`config.mk`:
```
export PLATFORM = sky130hd
export DESIGN_NAME = decode_stage_flat
export DESIGN_NICKNAME = d
export VERILOG_FILES = /design/src/rtl/decode_stage_if.sv /design/src/rtl/decode_stage.sv /design/src/flat_wrapper.sv
export SDC_FILE = /design/constraint.sdc
export NUM_CORES = 2
export LEC_CHECK = 0
export ABC_AREA = 0
export CAP_MARGIN = 30
export CELL_PAD_IN_SITES_DETAIL_PLACEMENT = 0
export CELL_PAD_IN_SITES_GLOBAL_PLACEMENT = 1
export CORE_ASPECT_RATIO = 1.25
export CORE_MARGIN = 5
export CORE_UTILIZATION = 35
export CTS_CLUSTER_SIZE = 10
export DETAILED_ROUTE_END_ITERATION = 10
export PLACE_DENSITY = 0.67
export SYNTH_ARGS = -nofsm -noshare
export SYNTH_HDL_FRONTEND = slang
export SYNTH_SLANG_ARGS = --single-unit
```
`constraint.sdc`:
```
create_clock -name clk -period 4.3 [get_ports clk]
set_input_delay 0.645 -clock clk [delete_from_list [all_inputs] [get_ports clk]]
set_output_delay 0.645 -clock clk [all_outputs]
set_load 0.01 [all_outputs]
```
`src/rtl/decode_stage_if.sv`:
```
// ---------------------------------------------------------------------------
// decode_stage_if
// Bundles the decode stage's upstream handshake, write-back port and
// downstream operand bus into one interface.
//   master : the side that feeds instructions, write-backs and out_ready
//   slave  : the decode stage itself
// Parameters DATA_W / AW must match the decode_stage instance using it.
// ---------------------------------------------------------------------------
interface decode_stage_if #(
  parameter int DATA_W = 32,
  parameter int AW     = 5
);
  // upstream instruction handshake
  logic              in_valid;
  logic              in_ready;
  logic [31:0]       instruction;
  logic              flush;

  // write-back port into the register file
  logic              wb_en;
  logic [AW-1:0]     wb_addr;
  logic [DATA_W-1:0] wb_data;

  // downstream decoded operand bus
  logic              out_valid;
  logic              out_ready;
  logic [DATA_W-1:0] rs;
  logic [DATA_W-1:0] rt;
  logic [AW-1:0]     rs_addr;
  logic [AW-1:0]     rt_addr;
  logic [AW-1:0]     rd_addr;
  logic [4:0]        shamt;
  logic [5:0]        opcode;
  logic [DATA_W-1:0] extended_imm;

  modport master (
    output in_valid, instruction, flush,
    output wb_en, wb_addr, wb_data,
    output out_ready,
    input  in_ready, out_valid,
    input  rs, rt, rs_addr, rt_addr, rd_addr, shamt, opcode, extended_imm
  );

  modport slave (
    input  in_valid, instruction, flush,
    input  wb_en, wb_addr, wb_data,
    input  out_ready,
    output in_ready, out_valid,
    output rs, rt, rs_addr, rt_addr, rd_addr, shamt, opcode, extended_imm
  );
endinterface

```
`src/rtl/decode_stage.sv`:
```
// ---------------------------------------------------------------------------
// decode_stage
// MIPS-style decode stage: register file plus a one-entry output register
// with valid/ready handshaking. An accepted instruction is split into its
// fields, its rs/rt registers are read and its immediate is extended; the
// results appear one cycle later and are held until taken downstream.
//
// Ports
//   clk    : clock, all state updates on the rising edge
//   rst_n  : synchronous active-low reset (clears outputs and register file)
//   bus    : decode_stage_if.slave
//            in_valid/in_ready/instruction/flush  upstream handshake
//            wb_en/wb_addr/wb_data                register write-back
//            out_valid/out_ready + operand fields downstream handshake
//
// Build option
//   DECODE_STAGE_BYPASS_EN : forward a same-edge write-back into captured
//   and stalled rs/rt operands. Undefined: operands always see the register
//   value from before the write and held operands never change.
//
// Assumes AW <= 5 (register fields are 5 bits) and DATA_W > 16.
// ---------------------------------------------------------------------------
module decode_stage #(
  parameter int DATA_W  = 32,
  parameter int REG_CNT = 32,
  parameter int AW      = $clog2(REG_CNT)
) (
  input logic           clk,
  input logic           rst_n,
  decode_stage_if.slave bus
);

  typedef enum logic {
    ST_EMPTY = 1'b0,
    ST_FULL  = 1'b1
  } state_t;

  state_t            state_q, state_d;
  logic              in_ready_c;
  logic              capture;

  logic [DATA_W-1:0] regs [REG_CNT];

  logic [5:0]        f_op;
  logic [4:0]        f_rs, f_rt, f_rd, f_shamt;
  logic [15:0]       f_imm;
  logic [AW-1:0]     a_rs, a_rt, a_rd;
  logic              zero_ext;
  logic [DATA_W-1:0] imm_ext;
  logic [DATA_W-1:0] rs_read, rt_read;

  logic [DATA_W-1:0] rs_q, rt_q, imm_q;
  logic [AW-1:0]     rs_addr_q, rt_addr_q, rd_addr_q;
  logic [4:0]        shamt_q;
  logic [5:0]        opcode_q;

  logic              unused_ok;

  // Field extraction; register fields are truncated to the register file's
  // address width, shamt and opcode are taken whole.
  assign f_op    = bus.instruction[31:26];
  assign f_rs    = bus.instruction[25:21];
  assign f_rt    = bus.instruction[20:16];
  assign f_rd    = bus.instruction[15:11];
  assign f_shamt = bus.instruction[10:6];
  assign f_imm   = bus.instruction[15:0];
  assign a_rs    = f_rs[AW-1:0];
  assign a_rt    = f_rt[AW-1:0];
  assign a_rd    = f_rd[AW-1:0];

  // funct bits and any truncated address bits are not needed here
  assign unused_ok = ^{bus.instruction[5:0], f_rs, f_rt, f_rd};

  // andi/ori/xori use a zero-extended immediate, everything else sign-extends
  assign zero_ext = (f_op == 6'h0C) || (f_op == 6'h0D) || (f_op == 6'h0E);
  assign imm_ext  = zero_ext ? {{(DATA_W-16){1'b0}}, f_imm}
                             : {{(DATA_W-16){f_imm[15]}}, f_imm};

  // Register read ports. Register 0 is forced to zero on read so it never
  // needs special handling in the write path beyond ignoring writes.
  always_comb begin
    rs_read = (a_rs == '0) ? '0 : regs[a_rs];
    rt_read = (a_rt == '0) ? '0 : regs[a_rt];
`ifdef DECODE_STAGE_BYPASS_EN
    if (bus.wb_en && (a_rs != '0) && (bus.wb_addr == a_rs)) rs_read = bus.wb_data;
    if (bus.wb_en && (a_rt != '0) && (bus.wb_addr == a_rt)) rt_read = bus.wb_data;
`endif
  end

  // Handshake state: EMPTY accepts freely, FULL accepts only when the held
  // operands leave this same cycle. Flush wins over everything.
  always_comb begin
    state_d    = state_q;
    in_ready_c = (state_q == ST_EMPTY) || bus.out_ready;
    capture    = bus.in_valid && in_ready_c && !bus.flush;
    if (bus.flush) begin
      state_d = ST_EMPTY;
    end else if (capture) begin
      state_d = ST_FULL;
    end else if ((state_q == ST_FULL) && bus.out_ready) begin
      state_d = ST_EMPTY;
    end
  end

  // State register
  always_ff @(posedge clk) begin
    if (!rst_n) begin
      state_q <= ST_EMPTY;
    end else begin
      state_q <= state_d;
    end
  end

  // Register file: write-back is independent of the handshake; reset clears
  // every entry and beats a write on the same edge.
  always_ff @(posedge clk) begin
    if (!rst_n) begin
      for (int i = 0; i < REG_CNT; i++) begin
        regs[i] <= '0;
      end
    end else if (bus.wb_en && (bus.wb_addr != '0)) begin
      regs[bus.wb_addr] <= bus.wb_data;
    end
  end

`ifdef DECODE_STAGE_BYPASS_EN
  logic stall;
  logic hit_rs_held, hit_rt_held;

  // A write landing on a held, still-stalled operand refreshes it so the
  // consumer never sees a stale value.
  assign stall       = (state_q == ST_FULL) && !bus.out_ready && !bus.flush;
  assign hit_rs_held = bus.wb_en && (rs_addr_q != '0) && (bus.wb_addr == rs_addr_q);
  assign hit_rt_held = bus.wb_en && (rt_addr_q != '0) && (bus.wb_addr == rt_addr_q);
`endif

  // Output register: load on capture, otherwise hold
  always_ff @(posedge clk) begin
    if (!rst_n) begin
      rs_q      <= '0;
      rt_q      <= '0;
      imm_q     <= '0;
      rs_addr_q <= '0;
      rt_addr_q <= '0;
      rd_addr_q <= '0;
      shamt_q   <= '0;
      opcode_q  <= '0;
    end else if (capture) begin
      rs_q      <= rs_read;
      rt_q      <= rt_read;
      imm_q     <= imm_ext;
      rs_addr_q <= a_rs;
      rt_addr_q <= a_rt;
      rd_addr_q <= a_rd;
      shamt_q   <= f_shamt;
      opcode_q  <= f_op;
    end
`ifdef DECODE_STAGE_BYPASS_EN
    else if (stall) begin
      if (hit_rs_held) rs_q <= bus.wb_data;
      if (hit_rt_held) rt_q <= bus.wb_data;
    end
`endif
  end

  assign bus.in_ready     = in_ready_c;
  assign bus.out_valid    = (state_q == ST_FULL);
  assign bus.rs           = rs_q;
  assign bus.rt           = rt_q;
  assign bus.extended_imm = imm_q;
  assign bus.rs_addr      = rs_addr_q;
  assign bus.rt_addr      = rt_addr_q;
  assign bus.rd_addr      = rd_addr_q;
  assign bus.shamt        = shamt_q;
  assign bus.opcode       = opcode_q;

endmodule

```
`src/flat_wrapper.sv`:
```
// flat-port wrapper written by rule: the top's interface ports become plain ports
module decode_stage_flat 
#(
  parameter int DATA_W  = 32,
  parameter int REG_CNT = 32,
  parameter int AW      = $clog2(REG_CNT)
)
  (clk, rst_n, bus_in_valid, bus_instruction, bus_flush, bus_wb_en, bus_wb_addr, bus_wb_data, bus_out_ready, bus_in_ready, bus_out_valid, bus_rs, bus_rt, bus_rs_addr, bus_rt_addr, bus_rd_addr, bus_shamt, bus_opcode, bus_extended_imm);
  decode_stage_if #(.DATA_W(DATA_W), .AW(AW)) bus_i ();
  input logic clk;
  input logic rst_n;
  input wire logic [$bits(bus_i.in_valid)-1:0] bus_in_valid;
  input wire logic [$bits(bus_i.instruction)-1:0] bus_instruction;
  input wire logic [$bits(bus_i.flush)-1:0] bus_flush;
  input wire logic [$bits(bus_i.wb_en)-1:0] bus_wb_en;
  input wire logic [$bits(bus_i.wb_addr)-1:0] bus_wb_addr;
  input wire logic [$bits(bus_i.wb_data)-1:0] bus_wb_data;
  input wire logic [$bits(bus_i.out_ready)-1:0] bus_out_ready;
  output wire logic [$bits(bus_i.in_ready)-1:0] bus_in_ready;
  output wire logic [$bits(bus_i.out_valid)-1:0] bus_out_valid;
  output wire logic [$bits(bus_i.rs)-1:0] bus_rs;
  output wire logic [$bits(bus_i.rt)-1:0] bus_rt;
  output wire logic [$bits(bus_i.rs_addr)-1:0] bus_rs_addr;
  output wire logic [$bits(bus_i.rt_addr)-1:0] bus_rt_addr;
  output wire logic [$bits(bus_i.rd_addr)-1:0] bus_rd_addr;
  output wire logic [$bits(bus_i.shamt)-1:0] bus_shamt;
  output wire logic [$bits(bus_i.opcode)-1:0] bus_opcode;
  output wire logic [$bits(bus_i.extended_imm)-1:0] bus_extended_imm;
  assign bus_i.in_valid = bus_in_valid;
  assign bus_i.instruction = bus_instruction;
  assign bus_i.flush = bus_flush;
  assign bus_i.wb_en = bus_wb_en;
  assign bus_i.wb_addr = bus_wb_addr;
  assign bus_i.wb_data = bus_wb_data;
  assign bus_i.out_ready = bus_out_ready;
  assign bus_in_ready = bus_i.in_ready;
  assign bus_out_valid = bus_i.out_valid;
  assign bus_rs = bus_i.rs;
  assign bus_rt = bus_i.rt;
  assign bus_rs_addr = bus_i.rs_addr;
  assign bus_rt_addr = bus_i.rt_addr;
  assign bus_rd_addr = bus_i.rd_addr;
  assign bus_shamt = bus_i.shamt;
  assign bus_opcode = bus_i.opcode;
  assign bus_extended_imm = bus_i.extended_imm;
  decode_stage #(.DATA_W(DATA_W), .REG_CNT(REG_CNT), .AW(AW)) u_core (.clk(clk), .rst_n(rst_n), .bus(bus_i));
endmodule
```
**Yosys cells after proc, flatten, opt, wreduce, memory -nomap -nowiden**

Memories as Yosys holds them, arrays and structs flattened.
Cells that the tools add are included.

- Input port bits: 75
- Logic and storage cells: 41
- Flip-flop bits (word level): 123
- Memories: 1
- Bits in writable memories: 1024

Memories:

| memory | depth | bits a word | rd ports | clocked after memory_dff | write ports | RTL line | RTL |
|---|---|---|---|---|---|---|---|
| u_core.regs | 32 | 32 | 2 | 0 | 32 | decode_stage.sv:42 | `logic [DATA_W-1:0] regs [REG_CNT];` |

- Reductions and logical operators: 14
- Bitwise gates (word level): 2
- Muxes and demuxes: 12
- Eq/ne operators: 3

Operators with widths:

| operator | number |
|---|---|
| $mux 32 | 4 |
| $reduce_or 32->1 | 1 |
| $eq 6x4->1 const B | 3 |
| $logic_not 5->1 | 2 |
| $mux 1 | 7 |
| $mux 5 | 1 |
| $reduce_bool 5->1 | 1 |
| $logic_and 1x1->1 | 4 |
| $logic_or 1x1->1 | 3 |
| $not 1->1 | 2 |
| $reduce_bool 2->1 | 1 |
| $reduce_or 2->1 | 1 |
| $logic_not 1->1 | 1 |

**Depth between registers and ports, before layout**

- Word-level depth: 7
- Mapped depth: 9
- Depth with buffers taken out: 4

**Worst setup path before layout**

OpenSTA, ideal clock, no wires.

- Path kind: input -> register
- Start: in bus_wb_addr[1]
- End: mem u_core.regs[20][0], enable pin
- Arrival: 3.585 ns
- Cell stages on the path: 3
- Data required time: 3.834 ns
- Library setup time: 0.466 ns
- Path slack: 0.249 ns
- Cell sequence: or3_1 clkbuf_1 o21ai_0

RTL lines:

| item | RTL line | RTL |
|---|---|---|
| start: declaration | flat_wrapper.sv:16 | `input wire logic [$bits(bus_i.wb_addr)-1:0] bus_wb_addr;` |
| end: declaration | decode_stage.sv:42 |  |

**Final worst setup path**

- Start: in bus_out_ready
- End: out bus_in_ready

- Longest elaborated chain between the ends: 1

RTL lines:

| item | RTL line | RTL |
|---|---|---|
| start: declaration | flat_wrapper.sv:18 | `input wire logic [$bits(bus_i.out_ready)-1:0] bus_out_ready;` |
| $logic_or 1x1->1 | decode_stage.sv:94 | `in_ready_c = (state_q == ST_EMPTY) \|\| bus.out_ready;` |
| end: declaration | flat_wrapper.sv:19 | `output wire logic [$bits(bus_i.in_ready)-1:0] bus_in_ready;` |

No other way between the ends.

==> impl_results.md <==
- Max Slew Vio Count: 0
- Sequential power share: 0.488
- WP buf/inv: 2
- Leakage: 22.9 nW
- Met3 WL post-DR: 15500 um
- Worst Slack Setup Final: 1.42 ns
- Initial antenna violation count: 18
- Filler Cell Count: 14872
- Crit path top cell by count: clkdlybuf4s50_1
- Final net count: 4113
- Clock sinks: 1122
- CP Class: input port to primary output
- Vias/cell: 5.77
- Final hold vios: 0
- I/O Buffers: 198
- Die Height: 465 um
- Delay-heaviest family, CP: buffers and inverters
- TritonCTS Buffers: 133
- Crit path max fanout: 12
- Worst slew margin: 0.343
- Int Pwr: 0.0198 W
- Area fraction of the dominant cell type after synthesis: 0.529
- Final ANT Viol Nets: 0
- Post-synth EDFFs: 1024
- Row cnt: 167
- Cell variety after synth: 40
- Mapped Area: 58100 sq um
- Top layer in use: met5
- GRT Util Overall: 0.229
- Die X: 374 um
- Pre-CTS WS: 0.898 ns
- Gate power share: 0.117
- Switch Pwr: 0.00656 W
- Routed Wire Length: 204000 um
- Status: complete, no violations
- Initial Utilization: 0.351
- Cts hold-fix bufs: 0
- Fin Hold WS: 0.361 ns
- Residual DRC: 0
- Post_cts resized: 0
- Hold Crit Class: input port to flop
- Seq cells post-synth: 1122
- 1st-pass router iterations: 6
- Share of post-route cells with drive strength above 1: 0.262
- DR vias: 36532
- Prevailing post-synth register cell: edfxtp_1
- Slew @ Worst Pin: 0.983 ns
- Synth Instances: 3906
- Core area: 165000 sq um
- Root buffer cell: clkbuf_16
- R2r setup slk: 1.85 ns
- YS warnings: 0
- First-pass GRT wire length: 286000 um
- Startpoint Class: input port
- Switching share of power: 0.249
- Congestion Overflow GR: 0
- Slowest CP cell: clkdlybuf4s50_1
- Layout Skew: 0.0316 ns
- DR WL/cell: 32.2 um
- Fin crit period: 2.88 ns
- Placed Area: 63800 sq um
- Postcts setup bufs: 0
- Layout area overhead: 16.5%
- Synth async-reset ratio: 0
- Pin count of the biggest net entering global routing: 68
- Met2 Wirelength: 100000 um
- Worst Path Required: 3.65 ns
- Clock slew at reported path FFs: 0.06 ns
- Power Dens Cells: 390 nW/um^2
- Setup TNS: 0 ns
- Die area: 174000 sq um
- IO Pins: 199
- Critical path arrival: 2.23 ns
- Clock Power Share: 0.395
- Final setup fails: 0
- CTS Buffer Depth: 3
- Post-synthesis sequential area ratio: 0.563
- Mapped Avg Cell Area: 14.9 sq um
- CP max stage delay: 0.66 ns
- H-tree levels: 4
- Detailed router's first-iteration violation count: 3960
- Yosys top cell by area: edfxtp_1
- Clock latency on the worst-skew pair: 0.78 ns
- RSZ-0062 raised after global routing: false
- Synth area leaders: edfxtp_1 (53%), mux4_2 (17%), and2_1 (11%)
- Design area: 67700 sq um
- Vias in the first global route: 37375
- GPL Wtd Cong: 0.844
- Total power: 0.0264 W
- Post-DP HPWL: 129000 um
- Reported max-cap violation count: 0
- CP cell instances: clkdlybuf4s50_1 -> nand2b_1 -> clkdlybuf4s50_1
- Worst setup EP type: primary output
- Max Freq: 0.348 GHz
- DRT met1 WL: 79000 um
- CTS tree: yes
- Final period utilization: 0.669
- Worst vdd ir: 362 uV
final timing paths:
| check | endpoint | cells after the start | start |
|---|---|---|---|
| worst max-delay path | bus_in_ready | 3 | bus_out_ready |
| worst min-delay path | u_core.bus.rs_addr[4]$_SDFFE_PN0P_ | 3 | bus_instruction[25] |
| worst max register to register | u_core.bus.rt[7]$_SDFFE_PN0P_ | 5 | u_core.bus.out_valid$_SDFFE_PP0P_ |
| worst min register to register | u_core.bus.opcode[4]$_SDFFE_PN0P_ | 2 | u_core.bus.opcode[4]$_SDFFE_PN0P_ |
routing by layer:
metal	global-route usage	vias up
met5	0	-
met4	0.0948	2
met3	0.0407	394
met2	0.384	1799
met1	0.295	19238
li1	-	15099
final cells by class:
class                   instances  area [sq um]  area share
clock buffers                 199          3640      0.0538
clock inverters                20           195     0.00288
repair buffers                399          4430      0.0655
diodes                          8          20.0    0.000296
well taps                    2197          2750      0.0406
inverters                       2          10.0    0.000148
flip-flops and latches       1122         32700       0.483
multi-input cells            2380         23900       0.353
layout by cell type, fill, tap and decap left out, types with 32 or more instances in the layout:
cell type	netlist	routed
edfxtp_1	1024	1024
conb_1	1	32
clkbuf_16	0	135
a22o_1	43	43
mux4_2	448	448
a21oi_1	54	54
clkbuf_1	270	62
mux2i_1	128	128
o2111ai_1	64	64
nand2_1	198	198
clkdlybuf4s50_1	0	189
dfxtp_1	98	98
mux2_2	192	192
buf_12	0	46
o21ai_0	74	43
buf_4	42	136
o221ai_1	43	43
and2_1	993	993
worst register-to-register path: cells and delay by family (launching register included):
family	cells	cell delay, ns
and+or+nand+nor	3	1.32
AOI/OAI and AO/OA	1	0.41
buffers and inverters	1	0.33
DFF	1	0.31
metrics by stage:
step,utilization,std cells
global placement,0.383,6075
CTS,0.409,6318
finish,0.409,6327
detailed placement,0.386,6099
global route,0.409,6320
floorplan,-,3937
power by group through the flow:
stage / clock (W) / combinational, W / sequential (W)
finish: 0.0104 / 0.00309 / 0.0129
global route: 0.0110 / 0.00322 / 0.0129
CTS: 0.0105 / 0.00311 / 0.0128
detailed placement: 0 / 0.00310 / 0.0131
global placement: 0 / 0.00304 / 0.0130
floorplan: 0 / 0.00183 / 0.0130
synthesized netlist by cell type (2+ instances only):
| library cell | count |
|---|---|
| edfxtp_1 | 1024 |
| and2_1 | 993 |
| mux4_2 | 448 |
| clkbuf_1 | 270 |
| nand2_1 | 198 |
| mux2_2 | 192 |
| mux2i_1 | 128 |
| dfxtp_1 | 98 |
| o21ai_0 | 74 |
| o2111ai_1 | 64 |
| buf_2 | 62 |
| a21oi_1 | 54 |
| a22o_1 | 43 |
| o221ai_1 | 43 |
| buf_4 | 42 |
| buf_6 | 41 |
| nor2_1 | 37 |
| a221o_1 | 21 |
| a22oi_1 | 21 |
| buf_1 | 12 |
| and4_1 | 4 |
| clkbuf_2 | 4 |
| nand4_1 | 4 |
| nor2b_1 | 4 |
| nand3_1 | 3 |
| nand3b_1 | 3 |
| clkbuf_4 | 2 |
| nand4b_1 | 2 |
| or2_2 | 2 |
| or3_1 | 2 |
| or4_1 | 2 |
flip-flops by register name, indices dropped and copies added, names as in the netlist:
name and flops:
u_core.regs 1024, u_core.bus.rs 32, u_core.bus.rt 32, u_core.bus.extended_imm 9, u_core.bus.opcode 6, u_core.bus.rs_addr 5
u_core.bus.rt_addr 5, u_core.bus.rd_addr 4, u_core.bus.shamt 4, u_core.bus.out_valid 1
cells by family after synthesis:
family,Yosys count,synth area share
DFF,1122,0.563
other,1,0.0000646
and+or+nand+nor,1258,0.126
AOI/OAI and AO/OA,322,0.0403
buffers and inverters,435,0.0377
muxes,768,0.233
Power figures use the tool's default switching activity.
